### config.mk
export PLATFORM = sky130hd
export DESIGN_NAME = spi_master_flat
export DESIGN_NICKNAME = d
export VERILOG_FILES = /design/src/rtl/spi_master_if.sv /design/src/rtl/spi_master.sv /design/src/flat_wrapper.sv
export SDC_FILE = /design/constraint.sdc
export NUM_CORES = 1
export LEC_CHECK = 0
export ABC_AREA = 1
export BUFFER_PORTS_ARGS = -buffer_cell sky130_fd_sc_hd__buf_4
export CORE_MARGIN = 4
export CORE_UTILIZATION = 50
export DETAILED_ROUTE_END_ITERATION = 10
export PLACE_DENSITY = 0.72
export SYNTH_ARGS = -nofsm -noshare
export SYNTH_HDL_FRONTEND = slang
export SYNTH_SLANG_ARGS = --single-unit
### constraint.sdc
create_clock -name CLK -period 3.3 [get_ports CLK]
set_input_delay 0.165 -clock CLK [delete_from_list [all_inputs] [get_ports CLK]]
set_output_delay 0.165 -clock CLK [all_outputs]
set_load 0.02 [all_outputs]
### src/rtl/spi_master_if.sv
// Signal bundle between the SPI master core, its requester and the SPI slave.
// The master modport is the core's view; the slave modport is the far side.
interface spi_master_if #(
  parameter int unsigned LENGTH = 64
);
  logic              START;
  logic [LENGTH-1:0] TO_SEND;
  logic [LENGTH-1:0] RECEIVED;
  logic              BUSY;
  logic              DONE;
  logic              SCK;
  logic              MOSI;
  logic              SSEL;
  logic              MISO;

  modport master (
    input  START, TO_SEND, MISO,
    output RECEIVED, BUSY, DONE, SCK, MOSI, SSEL
  );

  modport slave (
    output START, TO_SEND, MISO,
    input  RECEIVED, BUSY, DONE, SCK, MOSI, SSEL
  );
endinterface

### src/rtl/spi_master.sv
// Mode-0, MSB-first SPI master moving one LENGTH-bit word per START request.
// SCK/SSEL/BUSY/DONE are registered one cycle behind the state register.
module spi_master #(
  parameter int unsigned LENGTH  = 64,
  parameter int unsigned CLK_DIV = 4,
  parameter int unsigned GAP     = 8
) (
  input logic          CLK,
  input logic          RESET,
  spi_master_if.master bus
);
  localparam int unsigned CntMax = (CLK_DIV > GAP) ? CLK_DIV : GAP;
  localparam int unsigned CntW   = (CntMax > 2) ? $clog2(CntMax) : 1;
  localparam int unsigned BitW   = $clog2(LENGTH + 1);

  localparam logic [CntW-1:0] DivLast = CntW'(CLK_DIV - 1);
  localparam logic [CntW-1:0] GapLast = CntW'(GAP - 1);
  localparam logic [BitW-1:0] BitLast = BitW'(LENGTH - 1);

  typedef enum logic [2:0] {
    StIdle,
    StSetup,
    StSckHi,
    StSckLo,
    StHold,
    StDesel
  } state_e;

  state_e            state_q, state_d;
  logic [CntW-1:0]   cnt_q, cnt_d;
  logic [BitW-1:0]   bit_cnt_q, bit_cnt_d;
  logic [LENGTH-1:0] tx_q, tx_d;
  logic [LENGTH-1:0] rx_q, rx_d;
  logic [LENGTH-1:0] received_q, received_d;
  logic              sck_q, sck_d;
  logic              ssel_q, ssel_d;
  logic              busy_q, busy_d;
  logic              done_q, done_d;
  logic              fall;

  always_comb begin
    state_d    = state_q;
    cnt_d      = cnt_q + 1'b1;
    bit_cnt_d  = bit_cnt_q;
    tx_d       = tx_q;
    rx_d       = rx_q;
    received_d = received_q;

    unique case (state_q)
      StIdle: begin
        cnt_d = '0;
        if (bus.START) begin
          tx_d      = bus.TO_SEND;
          bit_cnt_d = '0;
          state_d   = StSetup;
        end
      end
      StSetup: begin
        if (cnt_q == DivLast) begin
          cnt_d   = '0;
          state_d = StSckHi;
        end
      end
      StSckHi: begin
        // The last low phase is absorbed into HOLD so the GAP counts from the last fall.
        if (cnt_q == DivLast) begin
          cnt_d   = '0;
          state_d = (bit_cnt_q == BitLast) ? StHold : StSckLo;
        end
      end
      StSckLo: begin
        if (cnt_q == DivLast) begin
          cnt_d   = '0;
          state_d = StSckHi;
        end
      end
      StHold: begin
        if (cnt_q == GapLast) begin
          cnt_d   = '0;
          state_d = StDesel;
        end
      end
      StDesel: begin
        if (cnt_q == GapLast) begin
          cnt_d   = '0;
          state_d = StIdle;
        end
      end
      default: begin
        cnt_d   = '0;
        state_d = StIdle;
      end
    endcase

    // First cycle of a low phase is the edge that registers SCK 1->0.
    fall = ((state_q == StSckLo) || (state_q == StHold)) && (cnt_q == '0);
    if (fall) begin
      rx_d      = {rx_q[LENGTH-2:0], bus.MISO};
      tx_d      = {tx_q[LENGTH-2:0], 1'b0};
      bit_cnt_d = bit_cnt_q + 1'b1;
    end

    sck_d  = (state_q == StSckHi);
    ssel_d = !((state_q == StSetup) || (state_q == StSckHi) ||
               (state_q == StSckLo) || (state_q == StHold));
    busy_d = (state_q != StIdle);
    done_d = (state_q == StDesel) && (cnt_q == '0);
    if (done_d) begin
      received_d = rx_q;
    end
  end

  always_ff @(posedge CLK or negedge RESET) begin
    if (!RESET) begin
      state_q    <= StIdle;
      cnt_q      <= '0;
      bit_cnt_q  <= '0;
      tx_q       <= '0;
      rx_q       <= '0;
      received_q <= '0;
      sck_q      <= 1'b0;
      ssel_q     <= 1'b1;
      busy_q     <= 1'b0;
      done_q     <= 1'b0;
    end else begin
      state_q    <= state_d;
      cnt_q      <= cnt_d;
      bit_cnt_q  <= bit_cnt_d;
      tx_q       <= tx_d;
      rx_q       <= rx_d;
      received_q <= received_d;
      sck_q      <= sck_d;
      ssel_q     <= ssel_d;
      busy_q     <= busy_d;
      done_q     <= done_d;
    end
  end

  assign bus.RECEIVED = received_q;
  assign bus.BUSY     = busy_q;
  assign bus.DONE     = done_q;
  assign bus.SCK      = sck_q;
  assign bus.SSEL     = ssel_q;
  assign bus.MOSI     = tx_q[LENGTH-1];
endmodule

### src/flat_wrapper.sv
// flat-port wrapper written by rule: the top's interface ports become plain ports
module spi_master_flat 
#(
  parameter int unsigned LENGTH  = 64,
  parameter int unsigned CLK_DIV = 4,
  parameter int unsigned GAP     = 8
)
  (CLK, RESET, bus_START, bus_TO_SEND, bus_MISO, bus_RECEIVED, bus_BUSY, bus_DONE, bus_SCK, bus_MOSI, bus_SSEL);
  spi_master_if #(.LENGTH(LENGTH)) bus_i ();
  input logic CLK;
  input logic RESET;
  input wire logic [$bits(bus_i.START)-1:0] bus_START;
  input wire logic [$bits(bus_i.TO_SEND)-1:0] bus_TO_SEND;
  input wire logic [$bits(bus_i.MISO)-1:0] bus_MISO;
  output wire logic [$bits(bus_i.RECEIVED)-1:0] bus_RECEIVED;
  output wire logic [$bits(bus_i.BUSY)-1:0] bus_BUSY;
  output wire logic [$bits(bus_i.DONE)-1:0] bus_DONE;
  output wire logic [$bits(bus_i.SCK)-1:0] bus_SCK;
  output wire logic [$bits(bus_i.MOSI)-1:0] bus_MOSI;
  output wire logic [$bits(bus_i.SSEL)-1:0] bus_SSEL;
  assign bus_i.START = bus_START;
  assign bus_i.TO_SEND = bus_TO_SEND;
  assign bus_i.MISO = bus_MISO;
  assign bus_RECEIVED = bus_i.RECEIVED;
  assign bus_BUSY = bus_i.BUSY;
  assign bus_DONE = bus_i.DONE;
  assign bus_SCK = bus_i.SCK;
  assign bus_MOSI = bus_i.MOSI;
  assign bus_SSEL = bus_i.SSEL;
  spi_master #(.LENGTH(LENGTH), .CLK_DIV(CLK_DIV), .GAP(GAP)) u_core (.CLK(CLK), .RESET(RESET), .bus(bus_i));
endmodule
After elaboration in Yosys (flattened, before gate mapping)
Index checks and enable logic that the tools add are counted.
- register bits: 209
- output and inout port bits: 69
- logic and storage cells: 58
- add/sub/neg operators: 2
- equal/unequal tests: 13
- muxes and demuxes: 16
- reduce and logical (&&, ||, !) cells: 17
- operators by type and width (operator ; number):
    $mux W64 ; 3
    $mux W3 ; 8
    $mux W7 ; 3
    $pmux W3 S5 ; 1
    $eq A3 B2 Y1 const B ; 3
    $eq A3 B3 Y1 const B ; 3
    $add A7 B1 Y7 const B ; 1
    $eq A7 B6 Y1 const B ; 1
    $logic_not A3 Y1 ; 2
    $ne A2 B1 Y1 const B ; 3
    $pmux W3 S2 ; 1
    $reduce_and A5 Y1 ; 1
    $logic_or A1 B1 Y1 ; 4
    $ne A2 B2 Y1 const B ; 2
    $reduce_bool A2 Y1 ; 2
    $reduce_or A2 Y1 ; 2
    $add A3 B1 Y3 const B ; 1
    $eq A3 B1 Y1 const B ; 1
    $reduce_bool A3 Y1 ; 1
    $reduce_or A3 Y1 ; 1
    $logic_and A1 B1 Y1 ; 2
    $reduce_and A2 Y1 ; 1
    $logic_not A1 Y1 ; 1

Logic depth before layout (Yosys ltp)
- depth after elaboration: 5
- depth in mapped cells: 10
- mapped depth without buffers: 8

Least setup slack after synthesis
No wires, ideal clock.
- path type: reg2reg
- from: register u_core.cnt_q[0]
- to: register u_core.tx_q[59]
- setup time: 124 ps
- arrival: 1258 ps
- required time: 3176 ps
- path slack: 1918 ps
- stages on the path, launching flop included: 11
- path through: dfrtp_1 inv_1 ha_1 nand2_1 inv_1 nand2_2 inv_2 buf_6 buf_4 nand2_1 nand3_1
- longest elaborated chain between the ends: 4
- elaborated cells on any way between the ends: 6
- those cells by class: mux (1); reduce/logical (5)
- ends and longest elaborated chain (element ; line ; text):
    start, declared ; spi_master.sv:30 ; logic [CntW-1:0] cnt_q, cnt_d;
    start signal, assigned ; spi_master.sv:127 ; cnt_q <= cnt_d;
    $logic_not A3 Y1 * ; spi_master.sv:96 ; fall = ((state_q == StSckLo) || (state_q == StHold)) && (cnt_q == '0);
    $logic_and A1 B1 Y1 * ; spi_master.sv:96 ;
    $reduce_bool A2 Y1 (no source line) ; - ;
    $reduce_and A2 Y1 (no source line) ; - ;
    end signal, assigned ; spi_master.sv:129 ; tx_q <= tx_d;
    end, declared ; spi_master.sv:32 ; logic [LENGTH-1:0] tx_q, tx_d;
Every way passes the cells marked *; elsewhere a longest branch is shown, timed or not.
A chain may end at the register's enable or synchronous reset.

Worst setup path in the final report
- from: register u_core.state_q[1]
- to: register u_core.rx_q[25]
- longest elaborated chain between the ends: 3
- elaborated cells on any way between the ends: 4
- those cells by class: eq/ne (2); reduce/logical (2)
- ends and longest elaborated chain (element ; line ; text):
    start, declared ; spi_master.sv:29 ; state_e state_q, state_d;
    start signal, assigned ; spi_master.sv:115 ; state_q <= StIdle;
    start signal, assigned ; spi_master.sv:126 ; state_q <= state_d;
    $eq A3 B2 Y1 / $eq A3 B3 Y1 (equally long branches) ; spi_master.sv:96 ;
    $logic_or A1 B1 Y1 * ; spi_master.sv:96 ;
    $logic_and A1 B1 Y1 * ; spi_master.sv:96 ;
    end signal, assigned ; spi_master.sv:130 ; rx_q <= rx_d;
    end, declared ; spi_master.sv:33 ; logic [LENGTH-1:0] rx_q, rx_d;
Marks and branches as above.

==> metrics.md <==
| Metric | Value |
|---|---|
| Nets | 1,253 |
| N_diodes | 0 |
| Commonest non-fill, non-tap cell in the layout | nand2_1 |
| Final Non-Filler Cells | 1,412 |
| Fin Clk Skew | 0.00882 ns |
| Final worst slack | 1.11 ns |
| Root Buffer | clkbuf_16 |
| DRC errors left | 0 |
| Synth-to-layout area growth | 28.3% |
| Critical R2R Launch | u_core.state_q[1] |
| CTS tree | yes |
| # fillers | 1,370 |
| WL final | 19,700 um |
| Mux contribution to synthesized area | 0% |
| GRT met1 Usage | 28.8% |
| Seq/Total Area, Yosys | 60.1% |
| GR peak layer | met2 |
| Largest net degree at the start of global routing | 130 |
| Type of origin of the critical path | flip-flop |
| CTS Buf Count | 22 |
| GRT overflow | 0 |
| Most frequent cells in the layout | 405 x nand2_1, 208 x dfrtp_1, 144 x nand3_1 |
| Hold path depth | 6 |
| Status | complete, no violations |
| Hold Crit Class | input port to flip-flop |
| Post-route ant nets | 0 |
| Hpwl dp | 11,100 um |
| Most area-consuming cells after synthesis | dfrtp_1 60%, nand2_1 17%, nand3_1 8.3%, inv_1 3.5%, o21ai_1 3.3% |
| Final TNS setup | 0 ns |
| Synth Area in Compound Gates | 4.43% |
| Clk sinks | 209 |
| Flop-to-flop setup slack | 1.11 ns |
| Cell Pwr Density | 658 nW/um2 |
| GR Util met3 | 3.95% |
| Hold path start | bus_START |
| Vias | 7,133 |
| Post-Syn Area | 8710 um2 |
| Vias in the first global route | 6,950 |
| Fin. Hold Viols | 0 |
| Clock Pin Slew Worst Setup and Hold Paths | 0.06 ns |
| Max Slew Vio Count | 0 |
| Post-CTS Setup Bufs | 0 |
| Final Cycle Share | 66.5% |
| Hold_ws | 0.185 ns |
| Synth Area in XOR/XNOR | 0.101% |
| Hold Path End | u_core.state_q[1] |
| IO Port Bufs | 136 |
| Placement Rows | 47 |
| Ports | 137 |
| Synthesized instance count | 1,000 |
| Post-synth top area cell | dfrtp_1 |
| Die area | 19,600 um2 |
| Simple-gate area share of the yosys netlist | 26.9% |
| CTS H-tree depth | 1 |
| Static Leakage | 5.70 nW |
| Largest driver fanout on the critical path | 65 |
| Worst-margin pin slew | 0.816 ns |
| FF-to-FF path depth | 8 |
| DRT iter0 DRCs | 454 |
| Fraction of met2 tracks used by global routing | 32.1% |
| Routability cong. | 0.810 |
| Setup CP Type | flip-flop to flip-flop |
| Worst slack, placed | 1.15 ns |
| Chip height | 140 um |
| First-pass GRT wire length | 33,600 um |
| Maximum clock insertion buffer count | 3 |
| RSZ-0062 raised after global routing | no |
| WP data required | 3.72 ns |
| Die W | 140 um |
| Syn Nets | 1,074 |
| Placed cell count | 1,309 |
| Max_cap viols | 0 |
| Starting Density | 51.8% |
| Post-DR wirelength/cell | 14.0 um |
| Initial antenna violation count | 0 |
| Final setup vio count | 0 |
| F_max | 456 MHz |
| DR vias/cell | 5.05 |
| Power Total | 7.35 mW |
| Largest family of logic cells by synthesized area | simple AND/OR/NAND/NOR gates |
| Yosys warns | 0 |
| Worst Setup End Kind | flip-flop |
| Synth unique cells | 22 |
| Top cell type's share of synthesized area | 59.8% |
| CP arrival | 2.62 ns |
| Tmin final | 2.19 ns |
| GRT Resource Usage Total | 20.0% |
| Core ar. | 16,800 um2 |
| R2R Path End | u_core.rx_q[25] |
| Yosys reg bits | 209 |
| Worst vdd ir | 0.000507 V |
| Detailed Routing Iterations Pass 1 | 5 |
| Worst slew margin | 45.6% |
| Share of post-route cells with drive strength above 1 | 16.0% |
| Worst skew pair latency | 0.49 ns |
| Syn Area/Cell | 8.71 um2 |
| Post-Synth Adder-Cell Area | 0.862% |
## power by group
part | switching [mW] | internal [mW] | leakage, nW
Combinational | 1.00 | 0.604 | 2.56
Sequential | 0.290 | 3.05 | 2.79
Clock | 0.954 | 1.45 | 0.354
## per-layer routing
metal | vias to the layer above | wire length [um]
met5 | - | 0
met4 | 0 | 354
met3 | 32 | 1240
met2 | 213 | 9120
met1 | 3398 | 8990
li1 | 3490 | -
## cells by family (layout without fill, tap and decap cells)
family,count (synthesis),in the layout
buffers and inverters,143,335
adders and majority gates,6,6
AOI/OAI and AO/OA,76,76
xor gates and xnor gates,1,1
and+or+nand+nor,565,565
DFF,209,209
## synthesized netlist by cell type
master / count
nor2_4: 2
nand4_1: 1
nor3_4: 1
dfstp_2: 1
o21bai_1: 2
inv_2: 4
buf_4: 21
o21ai_1: 57
dfrtp_1: 208
nor2_1: 8
nor2_2: 1
a21oi_1: 1
buf_6: 1
nand3_1: 144
ha_1: 6
nand2_1: 405
or2_2: 1
nand2_2: 2
xor2_1: 1
buf_2: 35
inv_1: 82
o21ai_0: 16
## flip-flops by register name (all words and copies together) (netlist names)
signal,cells
u_core.bus.DONE,1
u_core.rx_q,64
u_core.tx_q,64
u_core.bus.SCK,1
u_core.state_q,3
u_core.cnt_q,3
u_core.bus.SSEL,1
u_core.bus.RECEIVED,64
u_core.bus.BUSY,1
u_core.bit_cnt_q,7
## critical path, stage by stage, from the launching register on
cell and delay [ns]:
dfrtp_1 0.46, nor2_4 0.15, nand2_2 0.08, nand2_1 0.12, nand2_4 0.26, inv_4 0.48, buf_12 0.33, nand2_1 0.11
nand2_1 0.08
## area by class of cell
| type | instances | area [um2] | share of cell area, % |
|---|---|---|---|
| Clock inverter | 5 | 50.0 | 0.448 |
| Multi-Input combinational cell | 648 | 2820 | 25.2 |
| Tap cell | 220 | 275 | 2.46 |
| Clock buffer | 32 | 659 | 5.90 |
| Inverter | 86 | 325 | 2.91 |
| Timing Repair Buffer | 212 | 1810 | 16.2 |
| Sequential cell | 209 | 5230 | 46.8 |
## worst max path at each step
stage,start,endpoint,slack [ns],depth (start not counted)
5_1_grt,u_core.state_q[1],u_core.rx_q[25],0.93,8
6_report,u_core.state_q[1],u_core.rx_q[25],1.11,8
3_3_place_gp,u_core.state_q[1],u_core.rx_q[23],1.20,8
4_1_cts,u_core.state_q[1],u_core.rx_q[25],1.11,8
3_5_place_dp,u_core.state_q[1],u_core.rx_q[12],1.15,8
2_1_floorplan,u_core.cnt_q[0],u_core.tx_q[59],1.92,10
## what timing repair did
item                                   in CTS  in global routing
resized for setup                           0                  0
endpoints found under the hold margin     162                  0
setup endpoints to repair                   0                  0
hold buffers                               66                  0
## metrics by stage
step	utilization, %	area [um2]
6_report	66.4	11200
5_1_grt	66.4	11200
4_1_cts	66.4	11200
3_5_place_dp	58.3	9800
3_3_place_gp	58.3	9800
2_1_floorplan	-	8710
Power figures use the tool's default switching activity.
